--- src/rtl/pmod_pkg.sv ---
// Shared definitions for the PMOD press counter: debounce FSM state
// encoding and the default timing constants for a 12 MHz board clock.
package pmod_pkg;

  localparam int unsigned CLK_HZ          = 32'd12000000;
  localparam int unsigned DEBOUNCE_CYCLES = 32'd120000;    // 10 ms at CLK_HZ
  localparam int unsigned TIMEOUT_CYCLES  = 32'd60000000;  // 5 s at CLK_HZ

  typedef enum logic [1:0] {
    RELEASED     = 2'd0,
    PRESS_WAIT   = 2'd1,
    PRESSED      = 2'd2,
    RELEASE_WAIT = 2'd3
  } state_t;

  // True when a 32-bit window counter sits on the last cycle of a window
  // that is 'window' cycles long.
  function automatic logic window_done(input logic [31:0] count,
                                       input int unsigned window);
    return count == (window - 32'd1);
  endfunction

endpackage

--- src/rtl/pmod_debounce.sv ---
// Button conditioning: two-flop synchronizer followed by a four-state
// debounce FSM that emits one press pulse per stable press.
// Optional macro PMOD_PRESS_TIMEOUT_EN adds a 'released' status output
// that the top uses to run its idle timer.
module pmod_debounce #(
  parameter int unsigned DEBOUNCE_CYCLES = pmod_pkg::DEBOUNCE_CYCLES
) (
  input  logic clk,
  input  logic rst_n,
  input  logic btn_n,
`ifdef PMOD_PRESS_TIMEOUT_EN
  output logic released,
`endif
  output logic press
);

  import pmod_pkg::*;

  logic        s1;
  logic        s2;
  state_t      state;
  logic [31:0] cnt;
  logic        cnt_done;

  assign cnt_done = window_done(cnt, DEBOUNCE_CYCLES);

  // Bring the asynchronous button into the clock domain; idle level is high.
  always_ff @(posedge clk) begin
    if (!rst_n) begin
      s1 <= 1'b1;
      s2 <= 1'b1;
    end else begin
      s1 <= btn_n;
      s2 <= s1;
    end
  end

  // Debounce FSM: a level must hold for DEBOUNCE_CYCLES cycles to be accepted.
  always_ff @(posedge clk) begin
    if (!rst_n) begin
      state <= RELEASED;
      cnt   <= 32'd0;
    end else begin
      case (state)
        RELEASED: begin
          if (!s2) begin
            state <= PRESS_WAIT;
            cnt   <= 32'd0;
          end
        end
        PRESS_WAIT: begin
          if (s2) begin
            state <= RELEASED;
          end else if (cnt_done) begin
            state <= PRESSED;
          end else begin
            cnt <= cnt + 32'd1;
          end
        end
        PRESSED: begin
          if (s2) begin
            state <= RELEASE_WAIT;
            cnt   <= 32'd0;
          end
        end
        RELEASE_WAIT: begin
          if (!s2) begin
            state <= PRESSED;
          end else if (cnt_done) begin
            state <= RELEASED;
          end else begin
            cnt <= cnt + 32'd1;
          end
        end
        default: begin
          state <= RELEASED;
          cnt   <= 32'd0;
        end
      endcase
    end
  end

  // The pulse is decoded from registered state so the counter can advance on
  // the very edge that moves the FSM into PRESSED, which keeps the press
  // latency at DEBOUNCE_CYCLES+2 edges from the pin.
  assign press = (state == PRESS_WAIT) && !s2 && cnt_done;

`ifdef PMOD_PRESS_TIMEOUT_EN
  assign released = (state == RELEASED);
`endif

endmodule

--- src/rtl/pmod_press_counter.sv ---
// PMOD press counter: counts debounced presses of an active-low button on
// pmod[1] and shows the count on led. pmod[0] is a synchronous active-low
// reset. Defining PMOD_PRESS_TIMEOUT_EN adds an idle timer that clears the
// count after TIMEOUT_CYCLES cycles with the button released.
module pmod_press_counter #(
  parameter int unsigned DEBOUNCE_CYCLES = pmod_pkg::DEBOUNCE_CYCLES,
  parameter int unsigned TIMEOUT_CYCLES  = pmod_pkg::TIMEOUT_CYCLES
) (
  input  logic       clk,
  input  logic [1:0] pmod,
  output logic [3:0] led
);

  import pmod_pkg::*;

  logic rst_n;
  logic btn_n;
  logic press;
  logic timeout;

  assign rst_n = pmod[0];
  assign btn_n = pmod[1];

  // Reject parameter values that would make the windows meaningless.
  if (DEBOUNCE_CYCLES < 2) begin : g_bad_debounce
    $error("pmod_press_counter: DEBOUNCE_CYCLES must be at least 2");
  end
  if (TIMEOUT_CYCLES < 2) begin : g_bad_timeout
    $error("pmod_press_counter: TIMEOUT_CYCLES must be at least 2");
  end

`ifdef PMOD_PRESS_TIMEOUT_EN
  logic        released;
  logic [31:0] idle_cnt;

  pmod_debounce #(
    .DEBOUNCE_CYCLES(DEBOUNCE_CYCLES)
  ) u_debounce (
    .clk     (clk),
    .rst_n   (rst_n),
    .btn_n   (btn_n),
    .released(released),
    .press   (press)
  );

  assign timeout = released && window_done(idle_cnt, TIMEOUT_CYCLES);

  // Idle timer: runs only while the button rests released, restarts on expiry.
  always_ff @(posedge clk) begin
    if (!rst_n) begin
      idle_cnt <= 32'd0;
    end else if (!released || timeout) begin
      idle_cnt <= 32'd0;
    end else begin
      idle_cnt <= idle_cnt + 32'd1;
    end
  end
`else
  pmod_debounce #(
    .DEBOUNCE_CYCLES(DEBOUNCE_CYCLES)
  ) u_debounce (
    .clk  (clk),
    .rst_n(rst_n),
    .btn_n(btn_n),
    .press(press)
  );

  assign timeout = 1'b0;
`endif

  // Press count: reset beats everything, a press beats a timeout clear.
  always_ff @(posedge clk) begin
    if (!rst_n) begin
      led <= 4'd0;
    end else if (press) begin
      led <= led + 4'd1;
    end else if (timeout) begin
      led <= 4'd0;
    end
  end

endmodule

--- config.mk ---
export PLATFORM = sky130hd
export DESIGN_NAME = pmod_press_counter
export DESIGN_NICKNAME = d
export VERILOG_FILES = /design/src/rtl/pmod_pkg.sv /design/src/rtl/pmod_debounce.sv /design/src/rtl/pmod_press_counter.sv
export SDC_FILE = /design/constraint.sdc
export NUM_CORES = 1
export LEC_CHECK = 0
export ABC_CLOCK_PERIOD_IN_PS = 4320
export CAP_MARGIN = 20
export CORE_MARGIN = 3
export CORE_UTILIZATION = 53
export CTS_BUF_LIST = sky130_fd_sc_hd__clkbuf_8
export DETAILED_ROUTE_END_ITERATION = 16
export PLACE_DENSITY = 0.78
export SLEW_MARGIN = 15
export SYNTH_ARGS = -nofsm -noshare
export SYNTH_HDL_FRONTEND = slang
export SYNTH_HIERARCHICAL = 1
export SYNTH_SLANG_ARGS = --single-unit
--- constraint.sdc ---
create_clock -name clk -period 4.32 [get_ports clk]
set_clock_uncertainty 0.05 [all_clocks]
set_input_delay 0.432 -clock clk [delete_from_list [all_inputs] [get_ports clk]]
set_output_delay 0.432 -clock clk [all_outputs]
set_load 0.02 [all_outputs]
Yosys cells after proc, flatten, opt, wreduce, memory -nomap -nowiden:

Index checks and enable logic that the tools add are counted.

* add/sub/neg operators: 2
* equal/unequal tests: 10
* mux-type cells: 13
* reductions and logical operators: 6

Operator list (count)
* $mux W32: 5
* $pmux W32 S4: 1
* $add A32 B1 Y32 const B: 1
* $eq A32 B17 Y1 const B: 1
* $mux W2: 6
* $pmux W2 S4: 1
* $reduce_and A4 Y1: 2
* $add A4 B1 Y4 const B: 1
* $eq A2 B2 Y1 const B: 2
* $ne A2 B1 Y1 const B: 2
* $ne A2 B2 Y1 const B: 2
* $ne A3 B1 Y1 const B: 1
* $ne A3 B3 Y1 const B: 1
* $eq A2 B1 Y1 const B: 1
* $logic_and A1 B1 Y1: 2
* $logic_not A2 Y1: 1
* $logic_not A1 Y1: 1

* register bits after elaboration: 40
* bits of input ports: 3
* output and inout bits: 4
* word-level logic and storage cells: 36

Logic depth before layout (Yosys ltp):

* word-level depth: 4
* mapped depth: 8
* depth with buffers taken out: 7

Hierarchy:

Netlist, hierarchy kept.

By module, submodules not included
* pmod_debounce: times used 1, cells an instance 258, area an instance 2189.6 um2, sequential area each 720.7 um2
* pmod_press_counter: times used 1, cells an instance 16, area an instance 176.4 um2, sequential area each 80.1 um2

Worst setup path after synthesis:

OpenSTA, ideal clock, no wires.

* path kind: register to register
* from: reg u_debounce.cnt[10]
* to: reg led[2]
* setup time: 0.115 ns
* arrival time: 2.215 ns
* required time: 4.155 ns
* path slack: 1.940 ns
* stages on the path, launching flop included: 8
* buffers on the path: 0
* clock period less this slack: 2.380 ns
* cells stage by stage: dfxtp_1 -> inv_1 -> nor4_1 -> nand4_1 -> or4_1 -> nor4_1 -> a21boi_0 -> o21a_1

* longest elaborated chain between the ends: 2

Ends and longest elaborated chain
* start, declared: line pmod_debounce.sv:22 `logic [31:0] cnt;`
* start signal, assigned: line pmod_debounce.sv:57 `cnt <= cnt + 32'd1;`
* start signal, assigned: line pmod_debounce.sv:72 `cnt <= cnt + 32'd1;`
* $eq A32 B17 Y1: line pmod_pkg.sv:20 `return count == (window - 32'd1);`
* $logic_and A1 B1 Y1: line pmod_debounce.sv:86 `assign press = (state == PRESS_WAIT) && !s2 && cnt_done;`
* via press: line pmod_press_counter.sv:18 `logic press;`
* end signal, assigned: line pmod_press_counter.sv:76 `led <= led + 4'd1;`
* end, declared: line pmod_press_counter.sv:11 `output logic [3:0] led`

The timed path passes the listed nets, and every way through them passes these cells.
A chain may end at the register's enable or synchronous reset.

Worst setup path after layout:

Ends and elaborated chain as after synthesis.

==> impl_metrics.csv <==
group,metric,value,unit
critical_path,path_class,"flop to flop",
clock_network,clk_latency,290,ps
critical_path,path_max_fanout,5,
critical_path,arrival,2910,ps
clock_network,cts_inserted_buffers,5,
critical_path,critical_path_cell_count,7,
clock_network,clkTransAtPathRegs,70,ps
cells_and_area,antenna_cells,0,
logic_synthesis,synth_top_area_share,33.8,%
place,place.gp.congestion,0.842,
drt,vias_per_cell,6.71,
critical_path,crit_start,"u_debounce/cnt[10]",
clock_network,cts_resized,0,
sta,slew_violations,0,
clock_network,clockBufferDepth,2,
status,outcome,"completed",
cells_and_area,fin_nets,277,
logic_synthesis,synth.largest_area_cell,"dfxtp_1",
logic_synthesis,ys.flop_type,"dfxtp_1",
critical_path,endpoint,"led[2]",
sta,setup_tns,0,ps
sta,timing.final.crit_period,2770,ps
drt,remaining_drc_errors,0,
clock_network,cts_hold_buf,0,
cells_and_area,nFillCells,393,
drt,drt_pass1_iterations,4,
clock_network,htree_levels,2,
logic_synthesis,ys_ff_latch,40,
critical_path,critical_path.most_common_cell,"nor4_1",
sta,hold_viol,0,
sta,relSlewSlack,25.5,%
place,dp_hpwl,3890,um
critical_path,slowest_stage,"nor4_1",
sta,fin_crit_sh,64.2,%
floorplanning,design.core.area,4140,um^2
cells_and_area,drive_gt1_share,8.46,%
global_route,gr-total-overflow,0,
floorplanning,fp.dieW,72.8,um
critical_path,required,4460,ps
critical_path,path_delay_family,"simple AND/OR/NAND/NOR gates",
sta,tightest_slew,1110,ps
clock_network,postCtsSetupBuffers,0,
drt,drt-initial-drc-count,172,
global_route,grt_pass1_vias,2053,
cells_and_area,multi_input_area,1440,um^2
min_path,worstHoldStart,"u_debounce/s1",
clock_network,cts_tree,"yes",
critical_path,crit_buf_inv,1,
floorplanning,row_count,23,
floorplanning,initial_core_util,57.1,%
sta,setup_ws,1550,ps
sta,rsz0062_at_grt,"no",
logic_synthesis,synthCells,274,
sta,max_freq,360,MHz
logic_synthesis,syn_area_per_cell,8.64,um^2
sta,whs,359,ps
floorplanning,dieArea,5300,um^2
min_path,holdCritPathClass,"flop to flop",
pwr,p_leak,0.000824,uW
critical_path,r2r-end,"led[2]",
global_route,grt_max_degree,28,
place,placed_area,2410,um^2
logic_synthesis,synth_sequential_area_ratio,33.8,%
clock_network,cts_sinks,40,
critical_path,critPathMaxStageDelay,730,ps
global_route,grt_pass1_wl,9720,um
run,max-cap-violations,0,
floorplanning,die_y,72.8,um
logic_synthesis,ys_types,57,
sta,setup_viol,0,
place,numPortBuffers,6,
global_route,antenna_found_initial,0,
logic_synthesis,async_flop_share,0,%
cells_and_area,postLayoutCellArea,2480,um^2
clock_network,cts_root_buf,"clkbuf_8",
cells_and_area,area_growth,5.02,%
logic_synthesis,yosysWarnings,6,
drt,vias,2162,
cells_and_area,seqCellArea,801,um^2
logic_synthesis,netlist_area,2370,um^2
critical_path,path_cells,"inv_1 -> nor4_1 -> nand4_1 -> or4_1 -> nor4_1 -> a21boi_0 -> o21a_1",
pwr,max-vdd-ir-drop,0.231,mV
critical_path,rr_startpoint,"u_debounce/cnt[10]",
global_route,grt_util_all_layers,23.0,%
drt,wirelength,5510,um
critical_path,reg2reg_depth,7,
logic_synthesis,synth_nets,279,
pwr,powerDensity,254,nW/um^2
critical_path,end_kind,"flop",
critical_path,cp-start-kind,"flop",
logic_synthesis,synth_edf_count,0,
drt,post_drt_wl_per_cell,17.1,um
logic_synthesis,yosys-top-cells-area,"dfxtp_1 (34%), a31oi_1 (4.8%), nand3_1 (4.2%)",
place,pre_cts_ws,1410,ps
drt,postRouteAntennaNets,0,
floorplanning,boundaryPins,7,
critical_path,reg2reg_slack,1550,ps
## Yosys cell counts, types with 5 or more instances
library cell  count
o21ai_0           6
a41oi_1           6
nor4_1            7
a31oi_1          18
nor3_1            5
clkbuf_1          5
or3_1             6
dfxtp_1          40
inv_1            11
buf_2             8
nand2_1          24
nand3_1          20
nor2_1           12
a21oi_1           8
nand4_1          15
## worst min path at each step
stage	endpoint	cells past startpoint	slack, ps
2_1_floorplan	u_debounce/s2	1	340
3_3_place_gp	u_debounce/s2	1	340
3_5_place_dp	u_debounce/s2	1	340
4_1_cts	u_debounce/s2	1	360
5_1_grt	u_debounce/s2	1	370
6_report	u_debounce/s2	1	360
## stage by stage
step	utilization [%]	power [uW]	cells
floorplan	-	399	274
global placement	58.1	405	315
detailed placement	58.1	405	315
CTS	60.0	636	322
global route	60.0	652	322
finish	60.0	630	322
## state kept, by name, indices dropped and copies added (netlist names), named ones only
register / count
led: 4
u_debounce/cnt: 32
u_debounce/s1: 1
u_debounce/s2: 1
u_debounce/state: 1
## logic make-up after synthesis
group	Yosys count	share of synthesized area, %
flip-flops	40	33.8
AO/OA/AOI/OAI	67	20.1
AND/OR/NAND/NOR	131	36.6
multiplexers	4	1.69
adder cells (fa/ha/maj)	2	1.06
XOR/XNOR	4	1.48
buffers and inverters	26	5.18
## power by group
| part | switching [uW] | leakage (uW) | internal, uW |
|---|---|---|---|
| Sequential | 3.51 | 0.000323 | 371 |
| Clock | 126 | 0.0000452 | 107 |
| Combinational | 13.9 | 0.000456 | 8.89 |
## metal layers
layer | global-route usage (%) | share of wire (%)
met4 | 6.56 | 1.1
met3 | 4.96 | 5.0
met5 | 0 | 0
met2 | 38.3 | 47
met1 | 30.0 | 47
## area by class of cell
type	count	share of cell area (%)
Clock inverter	2	0.352
Multi-Input combinational cell	208	58.1
Tap cell	50	2.52
Timing Repair Buffer	6	2.42
Clock buffer	5	2.77
Sequential cell	40	32.2
Inverter	11	1.66
## cell usage in the layout (no fill, tap or decap), drive strengths merged, types with 4 or more instances in the layout
| cell type | instances |
|---|---|
| dfxtp | 40 |
| nand2 | 24 |
| nand3 | 21 |
| a31oi | 18 |
| nand4 | 18 |
| nor2 | 14 |
| inv | 12 |
| nor4 | 12 |
| a21oi | 8 |
| o21ai | 8 |
| clkdlybuf4s50 | 6 |
| or3 | 6 |
| a41oi | 6 |
| nor3 | 6 |
| clkbuf | 5 |
| or4 | 5 |
| mux2i | 4 |
| nor2b | 4 |
| and2 | 4 |
| and4 | 4 |
| a22o | 4 |
| o31ai | 4 |
Power figures use the tool's default switching activity.
